File: config.mk
export PLATFORM = sky130hd
export DESIGN_NAME = mem_port_arbiter
export DESIGN_NICKNAME = d
export VERILOG_FILES = /design/src/rtl/mem_port_arbiter_pkg.sv /design/src/rtl/mem_port_arbiter_rr_pick4.sv /design/src/rtl/mem_port_arbiter.sv
export SDC_FILE = /design/constraint.sdc
export NUM_CORES = 1
export LEC_CHECK = 0
export BUFFER_PORTS_ARGS = -buffer_cell sky130_fd_sc_hd__clkbuf_2
export CAP_MARGIN = 20
export CORE_AREA = 2 2 39 41
export DETAILED_ROUTE_END_ITERATION = 8
export DIE_AREA = 0 0 41 43
export HOLD_SLACK_MARGIN = 0.06
export PLACE_DENSITY = 0.62
export SYNTH_ARGS = -nofsm -noshare
export SYNTH_HDL_FRONTEND = slang
export SYNTH_SLANG_ARGS = --single-unit
File: constraint.sdc
create_clock -name clk -period 2.6 [get_ports clk]
set_input_delay 0 -clock clk [delete_from_list [all_inputs] [get_ports clk]]
set_output_delay 0 -clock clk [all_outputs]
set_load 0.02 [all_outputs]
File: src/rtl/mem_port_arbiter_pkg.sv
// Shared definitions for the four-requester memory port arbiter.
// Holds the FSM encoding, requester count and select width.
package mem_port_arbiter_pkg;

    localparam int NUM_REQ = 4;
    localparam int SEL_W   = 2;

    typedef enum logic {
        IDLE  = 1'b0,
        OWNED = 1'b1
    } arb_state_e;

    function automatic logic [NUM_REQ-1:0] onehot(input logic [SEL_W-1:0] idx);
        onehot      = '0;
        onehot[idx] = 1'b1;
    endfunction

endpackage

File: src/rtl/mem_port_arbiter_rr_pick4.sv
// Combinational round-robin picker: first set req bit at or after start,
// wrapping, so the index just before start is the last candidate.
module rr_pick4
    import mem_port_arbiter_pkg::*;
(
    input  logic [NUM_REQ-1:0] req,
    input  logic [SEL_W-1:0]   start,
    output logic [SEL_W-1:0]   idx,
    output logic               valid
);

    logic             found;
    logic [SEL_W-1:0] cand;

    always_comb begin
        idx   = start;
        found = 1'b0;
        cand  = start;
        for (int k = 0; k < NUM_REQ; k++) begin
            cand = start + SEL_W'(k);
            if (!found && req[cand]) begin
                idx   = cand;
                found = 1'b1;
            end
        end
        valid = found;
    end

endmodule

File: src/rtl/mem_port_arbiter.sv
// Round-robin arbiter for a shared 32-bit port with four requesters.
// Define ARB_TIMEOUT_EN to add the forced-release counter and timeout pulse.
//
// state | meaning
// IDLE  | no owner; grant=0, busy=0, signal holds the previous owner
// OWNED | one requester owns the port until done (or timeout)
module mem_port_arbiter
    import mem_port_arbiter_pkg::*;
#(
    parameter int TIMEOUT_CYCLES = 16,
    parameter int CNT_W          = 5
)
(
    input  logic               clk,
    input  logic               reset,
    input  logic [NUM_REQ-1:0] req,
    input  logic               done,
    output logic [NUM_REQ-1:0] grant,
    output logic [SEL_W-1:0]   signal,
    output logic               busy
`ifdef ARB_TIMEOUT_EN
    ,
    output logic               timeout
`endif
);

    if ((1 << CNT_W) <= TIMEOUT_CYCLES) begin : g_bad_cnt_w
        $error("CNT_W too narrow for TIMEOUT_CYCLES");
    end

    arb_state_e         state_q, state_d;
    logic [NUM_REQ-1:0] grant_q, grant_d;
    logic [SEL_W-1:0]   signal_q, signal_d;
    logic [SEL_W-1:0]   last_q, last_d;
    logic               busy_q, busy_d;

    logic [SEL_W-1:0]   pick_idx;
    logic               pick_valid;
    logic               tmo_hit;
    logic               release_now;
    logic               take;

    rr_pick4 u_pick (
        .req   (req),
        .start (last_q + 2'd1),
        .idx   (pick_idx),
        .valid (pick_valid)
    );

    assign release_now = (state_q == OWNED) && (done || tmo_hit);
    assign take        = ((state_q == IDLE) || release_now) && pick_valid;

    always_comb begin
        state_d  = state_q;
        grant_d  = grant_q;
        signal_d = signal_q;
        last_d   = last_q;
        busy_d   = busy_q;
        if (take) begin
            state_d  = OWNED;
            grant_d  = onehot(pick_idx);
            signal_d = pick_idx;
            last_d   = pick_idx;
            busy_d   = 1'b1;
        end else if (release_now) begin
            state_d = IDLE;
            grant_d = '0;
            busy_d  = 1'b0;
        end
    end

    always_ff @(posedge clk) begin
        if (reset) begin
            state_q  <= IDLE;
            grant_q  <= '0;
            signal_q <= '0;
            last_q   <= 2'd3;
            busy_q   <= 1'b0;
        end else begin
            state_q  <= state_d;
            grant_q  <= grant_d;
            signal_q <= signal_d;
            last_q   <= last_d;
            busy_q   <= busy_d;
        end
    end

`ifdef ARB_TIMEOUT_EN
    logic [CNT_W-1:0] cnt_q, cnt_d;
    logic             timeout_q;

    // done wins over an expiring count, so tmo_hit requires !done
    assign tmo_hit = (state_q == OWNED) && !done &&
                     (cnt_q == CNT_W'(TIMEOUT_CYCLES - 1));

    always_comb begin
        cnt_d = cnt_q;
        if (take)
            cnt_d = '0;
        else if ((state_q == OWNED) && !done)
            cnt_d = cnt_q + 1'b1;
    end

    always_ff @(posedge clk) begin
        if (reset) begin
            cnt_q     <= '0;
            timeout_q <= 1'b0;
        end else begin
            cnt_q     <= cnt_d;
            timeout_q <= tmo_hit;
        end
    end

    assign timeout = timeout_q;
`else
    assign tmo_hit = 1'b0;
`endif

    assign grant  = grant_q;
    assign signal = signal_q;
    assign busy   = busy_q;

endmodule

==> results.md, run 1 <==
Detailed routing:
- The count of nets left with antenna violations once routing finished came out at 0.
- The average detailed-routed wire length per instance is 10.89 µm.
- The final route contains 408 vias.
- The detailed-route DRC error count is 0.
- The number of detailed-route iterations in the first pass is 4.
- The final layout contains routed wiring with a total length of 915 µm.
- The first routing iteration left 11 violations.
- Using the TritonRoute via totals, the vias-per-cell ratio works out to about 4.9.

Clocking:
- No sink is reached through more buffers than the 2 on the longest clock path.
- Post-CTS repair changed the size of 0 cells.
- The clock tree from TritonCTS is done.
- The later pin in the worst-skew pair is clocked with a latency of 0.27 ns.
- The maximum level of the CTS H-tree is 1.
- Clock tree synthesis found a total of 9 sinks.
- The CTS buffer count is 3.
- The buffer cell driving the clock tree root is clkbuf_4.
- Clock-pin slew was measured on the worst setup and hold paths at 0.06 ns.

Timing:
- The max-slew violation count was 0.
- The number of hold violations in the final report is 0.
- The tightest hold path in the finished design has a slack of 0.07960 ns.
- The number of failing setup endpoints in the final timing report is 0.
- The clock skew is 0.005170 ns.
- At the pin with the least slew margin, the transition time is 0.3182 ns.
- Counting I/O delays and the setup requirement, the final critical path takes 1.275 ns.
- Timing would allow up to 784.5 MHz.
- Setup repair after global routing left no endpoint under its margin.
- Summed over all failing endpoints, the final setup total negative slack is 0 ns.
- The post-route fraction of the period consumed by the critical path is around half.
- Headroom to the max-slew limit came out at between 70% and 80%.

Final layout:
- In the layout the commonest cells are clkbuf_2, dfxtp_1, nor2_1, a21oi_1.
- The number of filler instances in the final layout is 149.
- The share of cells above drive strength 1 is 32.35%.
- The area taken by flip-flops and latches is ~180 µm².
- The finished cells cover roughly 560 µm².
- Leaving out fill and tap cells, the most frequent cell in the layout is clkbuf_2.
- The number of antenna diodes in the final layout is 0.
- Summing all multi-input logic gate instances after layout gives 246.5 µm².
- Compared with the post-synthesis result, the final layout area differs by 26.91%.
- The number of nets in the layout is 76.
- The filler-free cell count of the finished design is 84.

Global route:
- The number of antenna violations at the first check in global routing came to 0.
- The global-route wire length before repair is 1359 µm.
- The aggregate global-route resource usage is 11.90%.
- The leftover overflow at the end of global routing is 0.
- The largest net degree at the start of global routing is 10.
- The via count of the first global-routing pass came to 330.

Floorplan:
- The area of the core is 1384 µm².
- The number of rows in the core area is 14.
- The full die area is 1763 µm².
- The initial cell density of the core is 31.92%.
- The die is 41 µm wide.
- The number of top-level pins is 14.
- The floorplan step set the die height to 43 µm.

Place:
- The congestion estimate from routability-driven global placement came to 0.7381.
- The cell area reported after detailed placement is between 500 and 600 µm².
- The estimated wirelength of the detail-placed design is 691.5 µm.
- The number of buffers added on ports is 13.
- The instance count after placement with tap cells included is 79.

Flow run:
- Across the run, the number of max-cap violations was 0.

Setup path:
- The worst setup path is launched from a flop.
- The maximum net fanout on the critical path is 6.
- The required time at the worst-slack endpoint is 2.77 ns.
- The critical path in this run is classified as flop to flop.
- The category of the worst setup path capture point is a flop.
- Data on the critical path arrives at its endpoint at ~1.4 ns.

Yosys:
- The number of distinct library cells after synthesis is 27.
- Of the synthesized area, sequential elements account for 40.79%.
- Synthesis produced 51 cells.
- The average instance in the mapped netlist occupies 8.660 µm².
- The number of nets handed over by synthesis was 58.
- For this run, the number of Yosys warnings is 0.
- Synthesis inferred 9 register bits.
- The area of the mapped netlist is 441.7 µm².

Power:
- The maximum vdd ir drop is 0.2575 mV.
- For this design the static power due to leakage is 0.0002554 µW.
- In this run the power density over the cells is about 650 nW/µm².
- The overall power of the completed layout is 364.6 µW.

Run status:
- The flow ran to the end, and the final reports show no timing, DRC or antenna violations.

Worst hold path:
- The path class of the lowest-slack min-delay path is input pin to flop.
metal layers:
| layer | vias to the layer above | wire length [µm] | GRT usage, % |
|---|---|---|---|
| li1 | 218 | - | - |
| met1 | 174 | 445 | 15.64 |
| met2 | 11 | 391 | 15.31 |
| met3 | 5 | 36 | 1.571 |
| met4 | 0 | 42 | 12.00 |
| met5 | - | 0 | 0 |
worst max-delay path, cell delays in order, from the launching register on:
cell and delay [ns]:
dfxtp_1 0.42, nor2b_1 0.07, o31ai_1 0.29, nor3b_2 0.12, a211o_1 0.27
repair_timing:
item / CTS / global route
hold buffers: 1 / 0
setup buffers: 0 / 0
hold endpoints to repair: 8 / 0
per-stage QoR:
stage | setup WS [ns] | utilization, %
global route | 1.201 | 40.51
global placement | 1.342 | 37.79
floorplan | 1.417 | -
detailed placement | 1.336 | 37.79
CTS | 1.328 | 40.51
finish | 1.325 | 40.51
logic make-up after synthesis:
logic type | synth area share, %
AND/OR/NAND/NOR | 29.46
AO/OA/AOI/OAI | 24.37
flip-flops | 40.79
buffers and inverters | 3.398
XOR/XNOR | 1.983
power breakdown:
group | switching [µW] | internal [µW] | leakage (µW)
clock network | 54.0 | 57.0 | 0.0000177
logic | 51.4 | 39.0 | 0.000163
registers | 10.9 | 152 | 0.0000744
total | 116 | 248 | 0.000255
worst paths after layout:
check	start	end	slack, ns	cells past startpoint
setup reg to reg	last_q[1]	last_q[1]	1.33	4
setup / recovery	last_q[1]	last_q[1]	1.33	4
hold reg to reg	grant[2]	grant[2]	0.45	2
hold / removal	req[1]	busy	0.08	3
registers in the layout (all words and copies together) (netlist names):
name,count
last_q,2
grant,4
signal,2
busy,1
Yosys cell counts:
cell      number  area [µm²]
buf_1          1       3.750
a311oi_1       1       8.760
nand3b_1       1       7.510
or4_4          1       11.26
nand2_1        2       7.510
nand2b_1       3       18.77
dfxtp_1        9       180.2
o21ai_0        1       5.000
nor2b_1        1       6.260
inv_1          3       11.26
nand2_4        1       11.26
a32oi_1        1       8.760
xnor2_1        1       8.760
a22oi_1        1       7.510
o21ai_2        1       8.760
o221ai_1       2       17.52
nor3_1         1       5.000
nor2_1         8       30.03
a21o_1         1       7.510
nand3_1        1       5.000
and2_4         1       8.760
a211o_1        1       8.760
a21oi_1        4       20.02
o21bai_1       1       7.510
nor3b_2        1       12.51
o31ai_1        1       7.510
nor4_1         1       6.260
area by class of cell:
type | count | area share, %
clock buffer | 3 | 4.018
clock inverter | 1 | 0.8929
inverter | 3 | 2.009
multi-input combinational | 38 | 43.97
sequential | 9 | 32.14
tap | 16 | 3.571
timing repair buffer | 14 | 13.39
(Power assumes the default switching activity.)
==> inputs of run 2 (changes only) <==
==> constraint.sdc (replaced) <==
create_clock -name clk -period 1.33 [get_ports clk]
set_input_delay 0 -clock clk [delete_from_list [all_inputs] [get_ports clk]]
set_output_delay 0 -clock clk [all_outputs]
set_load 0.02 [all_outputs]
==> results.md, run 2 (synthesis gave the netlist of run 1 again) <==
Clocking:
- The clock latency of the later-clocked register in the worst-skew pair is 0.25 ns.
- The buffer cell driving the clock tree root is clkbuf_4.
- The longest clock path from root to sink contains 2 buffers.
- The maximum level of the CTS H-tree is 1.
- The post-CTS clock slew at the launch and capture registers of the worst setup and hold paths is 0.06 ns.
- The clock sink count is 9.
- TritonCTS created 3 clock buffers.
- The clock tree from TritonCTS is done.

Detailed routing:
- For this run, design rule violations remaining after detail routing come to 0.
- The first routing iteration left 16 violations.
- The count of nets left with antenna violations after detail routing is 0.
- For this run, the detailed router's first-pass iteration total came to 4.
- In the final routed layout, each cell accounts on average for 11.01 µm.
- For this block, the routed nets add up to roughly 960 µm of wire.
- Detailed routing inserted a total of 441 vias.
- Using the TritonRoute via totals, the vias-per-cell ratio works out to roughly 5.

Final layout:
- The core occupancy in the finished layout is ~43%.
- The register with the most flip-flops in the layout has 4 of them.
- The top cell types in the final layout, fill and taps aside, are clkbuf_2, nor2_1, dfxtp_1, a21oi_1.
- Once layout is done, the placed cells without fillers occupy 595.6 µm².
- The most common cell after layout, fill and taps aside is clkbuf_2.
- The antenna cell count is 0.
- The layout overhead on the synthesized area is 34.84%.
- The share of cells above drive strength 1 is 38.03%.
- In the final design database the tool counted 79 nets.

Floorplan:
- From bottom edge to top edge, the die measures 43 µm.
- The horizontal die dimension is 41 µm.
- The number of rows in the core area is 14.
- 14 I/O pins were placed.
- The area of the core is ~1400 µm².
- The initial utilization of the core area, before any placement, comes to about a third.
- The die covers 1763 µm².

Setup path:
- STA classifies the critical path startpoint as a flop.
- The worst setup path is captured at a flop.
- The worst path arrival time is roughly 1.4 ns.
- Traced cell by cell, the critical path runs through buf_4 > inv_1 > o221ai_1 > a21o_1 > a32oi_1 > nor2_1.
- The slowest stage of the critical path belongs to the cell dfxtp_2.
- At the worst endpoint, the required time is 1.48 ns.
- The cell type group with the largest total delay on the critical path is compound AO/OA/AOI/OAI gates.
- The worst setup path is of the flop to flop kind.
- The buffering stage count on the worst path with inverters included is 2.
- The maximum net fanout on the critical path is 5.
- The critical path's largest stage delay is 0.34 ns.

Timing:
- The highest clock frequency the design can meet is 827.5 MHz.
- The final critical path takes up 90.86% of the cycle.
- Between clock sinks in the finished design, the worst skew comes to 0.004405 ns.
- The max-slew violation count was 0.
- The headroom to the max-slew limit is 76.92%.
- The post-route setup TNS is 0 ns.
- The number of hold violations in the final report is 0.
- Setup repair after global routing left no endpoint under its margin.
- The number of failing setup endpoints in the final timing report is 0.
- The clock period could shrink to roughly 1.2 ns.
- The worst-case hold slack is a little under 0.09 ns.
- The transition time of the tightest slew-check pin is 0.3441 ns.

Global route:
- In the global route stage, met1 resource usage came out at between 10 and 15%.
- The largest net degree at the start of global routing is 10.
- The aggregate global-route resource usage is 12.61%.
- The layer flagged by global routing as most heavily used is met2.
- The number of antenna violations at the first check in global routing is 0.
- The via count of the first global-routing pass came to 404.
- The global routing met3 resource utilization is 3.141%.
- After global routing the overflow that remains totals 0.
- The first global-routing pass estimated 1476 µm of wire.
- Global routing used about a fifth of the available met2 tracks.

Flow run:
- Across the run, the number of max-cap violations was 0.

Place:
- The cell area reported after detailed placement is 545.5 µm².
- The congestion estimate from routability-driven global placement came to 0.7333.
- The number of buffers added on ports is 13.
- After legalization and detailed placement, the total HPWL measured 730.7 µm.

Worst hold path:
- The path class of the lowest-slack min-delay path is input pin to flop.

Power:
- The total power density per cell area is approximately 1200 nW/µm².
- IR analysis of the VDD net gives a maximum drop of approximately 0.53 mV.
- In this run the static leakage power is about 0.00027 µW.

Run status:
- The run finished with clean final reports.
[run 2: cell count changes in the layout (fill, tap and decap cells not counted)]
| cell | change |
|---|---|
| buf_4 | +3 |
| dfxtp_1 | -2 |
| dfxtp_2 | +2 |
| clkbuf_1 | +1 |
| clkinv_2 | -1 |
| nor3b_2 | -1 |
| nor3b_4 | +1 |
| o31ai_1 | -1 |
| o31ai_2 | +1 |
[run 2: tightest hold or removal path, delay by kind of cell]
family | cells | cell delay, ns
AND/OR/NAND/NOR | 1 | 0.05
AO/OA/AOI/OAI | 1 | 0.13
buffers and inverters | 1 | 0.12
[run 2: path summary, 6_finish.rpt]
| check | from | endpoint | slack, ns | cells after the start |
|---|---|---|---|---|
| worst max-delay path | last_q[1] | grant[1] | 0.12 | 6 |
| worst min register to register | grant[2] | grant[2] | 0.45 | 2 |
| worst max register to register | last_q[1] | grant[1] | 0.12 | 6 |
| worst min-delay path | req[1] | busy | 0.09 | 3 |
[run 2: cell type report]
class / instances / area [µm²]
fillers: 158 / 788.3
multi-input cells: 38 / 257.7
flip-flops and latches: 9 / 182.7
repair buffers: 17 / 97.59
clock buffers: 4 / 26.28
well taps: 16 / 20.02
inverters: 3 / 11.26
[run 2: timing repair]
action	in CTS	in global routing
resized for setup	0	4
hold buffers	1	0
setup endpoints to repair	0	6
endpoints found under the hold margin	7	0
buffers inserted	0	0
[run 2: report_power, final]
| part | switching, µW | total, µW | internal [µW] | leakage, µW |
|---|---|---|---|---|
| logic | 109 | 200 | 90.8 | 0.000180 |
| registers | 20.6 | 320 | 299 | 0.0000739 |
| clock network | 89.8 | 205 | 115 | 0.0000150 |
[run 2: per-layer routing]
metal	vias to the layer above	wire (µm)
met1	193	428
met4	0	24
met5	-	0
met3	6	46
li1	226	-
met2	16	459
[run 2: stage by stage]
| step | setup slack (ns) | cells | total power (µW) |
|---|---|---|---|
| 4_1_cts | 0.02064 | 87 | 718.6 |
| 3_5_place_dp | 0.03597 | 82 | 511.8 |
| 5_1_grt | 0.02084 | 87 | 766.5 |
| 3_3_place_gp | 0.04903 | 82 | 509.8 |
| 6_report | 0.1215 | 87 | 725.2 |
| 2_1_floorplan | 0.1471 | 51 | 447.6 |
==> inputs of run 3 (changes only) <==
--- a/config.mk
+++ b/config.mk
@@ -12,6 +12,7 @@
 export DIE_AREA = 0 0 41 43
 export HOLD_SLACK_MARGIN = 0.06
 export PLACE_DENSITY = 0.62
+export REMOVE_ABC_BUFFERS = 1
 export SYNTH_ARGS = -nofsm -noshare
 export SYNTH_HDL_FRONTEND = slang
 export SYNTH_SLANG_ARGS = --single-unit
==> results.md, run 3 (synthesis gave the netlist of run 1 again) <==
Run status:
- The run finished with clean final reports.

Timing:
- The transition time of the tightest slew-check pin is between 0.2 and 0.3 ns.
- The number of hold violations in the final report is 0.
- Adding up every negative setup slack in the final design gives 0 ns.
- Static timing analysis puts the maximum clock frequency at 823.6 MHz.
- In this run the tightest slew margin relative to its limit is 81.28%.
- The clock skew is about 0.0047 ns.
- The worst path uses 91.29% of the clock period.
- The max-slew violation count came to 0.
- Setup repair after global routing left no endpoint under its margin.
- The final critical path time including I/O delays and setup is 1.214 ns.
- The number of failing setup endpoints in the final timing report is 0.
- The post-layout worst setup margin is 0.1159 ns.

Detailed routing:
- In the final routed layout, each cell accounts on average for 11.61 µm.
- The number of detailed-route iterations in the first pass is 4.
- The post-detailed-routing wire length is between 1000 and 1500 µm.
- The first routing iteration left 8 violations.
- The detailed-route DRC error count is 0.
- Using the TritonRoute via totals, the vias-per-cell ratio works out to 5.034.
- For this block, the via count after detailed routing is 438.
- The count of nets left with antenna violations after detail routing is 0.

Final layout:
- The net count of the finished layout is 79.
- The most common cell after layout, fill and taps aside is clkbuf_2.
- The core occupancy in the finished layout is 45.30%.
- The layout overhead on the synthesized area is 41.93%.
- The number of flip-flops under the largest register name is 4.
- In the layout the commonest cells are clkbuf_2, nor2_1, dfxtp_1.
- The antenna cell count is 0.
- Of the cells placed in the final design, the portion with a size suffix greater than 1 is 45.07%.

Clocking:
- The CTS buffer count is 3.
- Counting along the longest clock path gives a buffer depth of 2.
- The clock tree from TritonCTS is done.
- CTS built an H-tree with a depth of 1.
- After clock tree synthesis, the clock-pin slew on the worst setup and hold paths is around 0.060 ns.
- The number of setup buffers added after CTS is 0.
- The clock latency of the later-clocked register in the worst-skew pair is ~0.26 ns.
- The clock sink count is 9.
- The buffer cell driving the clock tree root is clkbuf_4.

Setup path:
- The category of the worst setup path capture point is a flop.
- In this run the worst path has a maximum fanout of 5.
- STA classifies the critical path startpoint as a flop.
- Counting both buffers and inverters, the worst setup path holds a total of 2.
- The cell with the biggest individual delay on the critical path is dfxtp_2.
- The cell type group with the largest total delay on the critical path is compound AO/OA/AOI/OAI gates.
- The signal on the critical path passes through buf_4 > inv_1 > o221ai_1 > a21o_1 > nand2b_1 > a21oi_2.
- The required time at the worst-slack endpoint is 1.53 ns.
- The class of the most critical setup path is flop to flop.
- The worst path arrival time is 1.42 ns.
- The critical path's largest stage delay is 0.35 ns.

Worst hold path:
- The path class of the lowest-slack min-delay path is input pin to flop.

Global route:
- After global routing, the most crowded layer is met2.
- The first global-routing pass estimated 1531 µm of wire.
- The largest net degree at the start of global routing is 10.
- In the global route stage, met2 resource usage came out at approximately 18%.
- In the global route stage, overall resource usage came out at ~13%.
- The leftover overflow at the end of global routing is 0.
- The via count of the first global-routing pass was 393.
- The global routing met3 resource utilization is 1.571%.
- For this run, global-route usage on met1 was measured as between 10% and 20%.
- The number of antenna violations at the first check in global routing came to 0.

Place:
- At the end of routability-driven placement, the weighted congestion stood at 0.7457.
- The placement-stage worst setup slack is 0.03317 ns.
- The number of buffers added on ports is 13.
- The estimated wirelength of the detail-placed design is 706.6 µm.

Flow run:
- The max-capacitance violation count is 0.

Floorplan:
- The initial cell density of the core is 31.92%.
- The floorplan step defined a die boundary enclosing ~1800 µm².
- The core region is 1384 µm².
- The die is 41 µm wide.
- The number of top-level pins is 14.
- The vertical extent of the die is 43 µm.
- The floorplan has 14 rows.

Power:
- In this run the power density over the cells is 1205 nW/µm².
- Across the VDD grid, the largest voltage drop is 0.5601 mV.
- The analysis attributes to cell leakage a power of 0.0002808 µW.
run 3: cell type report:
type	count	area, µm²
clock buffer	4	26.28
fill	148	757.0
inverter	3	11.26
timing repair buffer	17	97.59
multi-input combinational	38	289.0
tap	16	20.02
sequential	9	182.7
run 3: worst register-to-register path, delay by kind of cell (launching register included):
| family | cells | cell delay (ns) |
|---|---|---|
| AO/OA/AOI/OAI | 3 | 0.45 |
| flip-flops | 1 | 0.35 |
| buffers and inverters | 2 | 0.19 |
| AND/OR/NAND/NOR | 1 | 0.17 |
run 3: path summary, 6_finish.rpt:
path / from / end / slack, ns / depth (start not counted)
min reg2reg: grant[2] / grant[2] / 0.46 / 2
min: req[1] / busy / 0.09 / 3
max: last_q[1] / grant[2] / 0.12 / 6
max reg2reg: last_q[1] / grant[2] / 0.12 / 6
run 3: metal layers:
metal  vias to the layer above  wire length [µm]
met2                        11               512
met3                         2                27
met1                       202               456
met5                         -                 0
met4                         0                14
li1                        223                 -
run 3: metrics by stage:
stage	area (µm²)	power (µW)	instances	hold slack [ns]
4_1_cts	581.8	723.0	87	0.07253
3_5_place_dp	545.5	510.5	82	0.2898
5_1_grt	626.9	798.2	87	0.1145
3_3_place_gp	545.5	509.7	82	0.2999
2_1_floorplan	437.9	444.6	50	0.06907
6_report	626.9	755.4	87	0.09250
run 3: report_power, final:
group	switching, µW	total (µW)	internal, µW
sequential	22.8	322	300
combinational	120	224	103
clock	93.9	209	116
run 3: what timing repair did:
item	CTS	global route
endpoints found under the setup margin	0	6
endpoints found under the hold margin	8	0
hold buffers	1	0
resized for setup	0	11
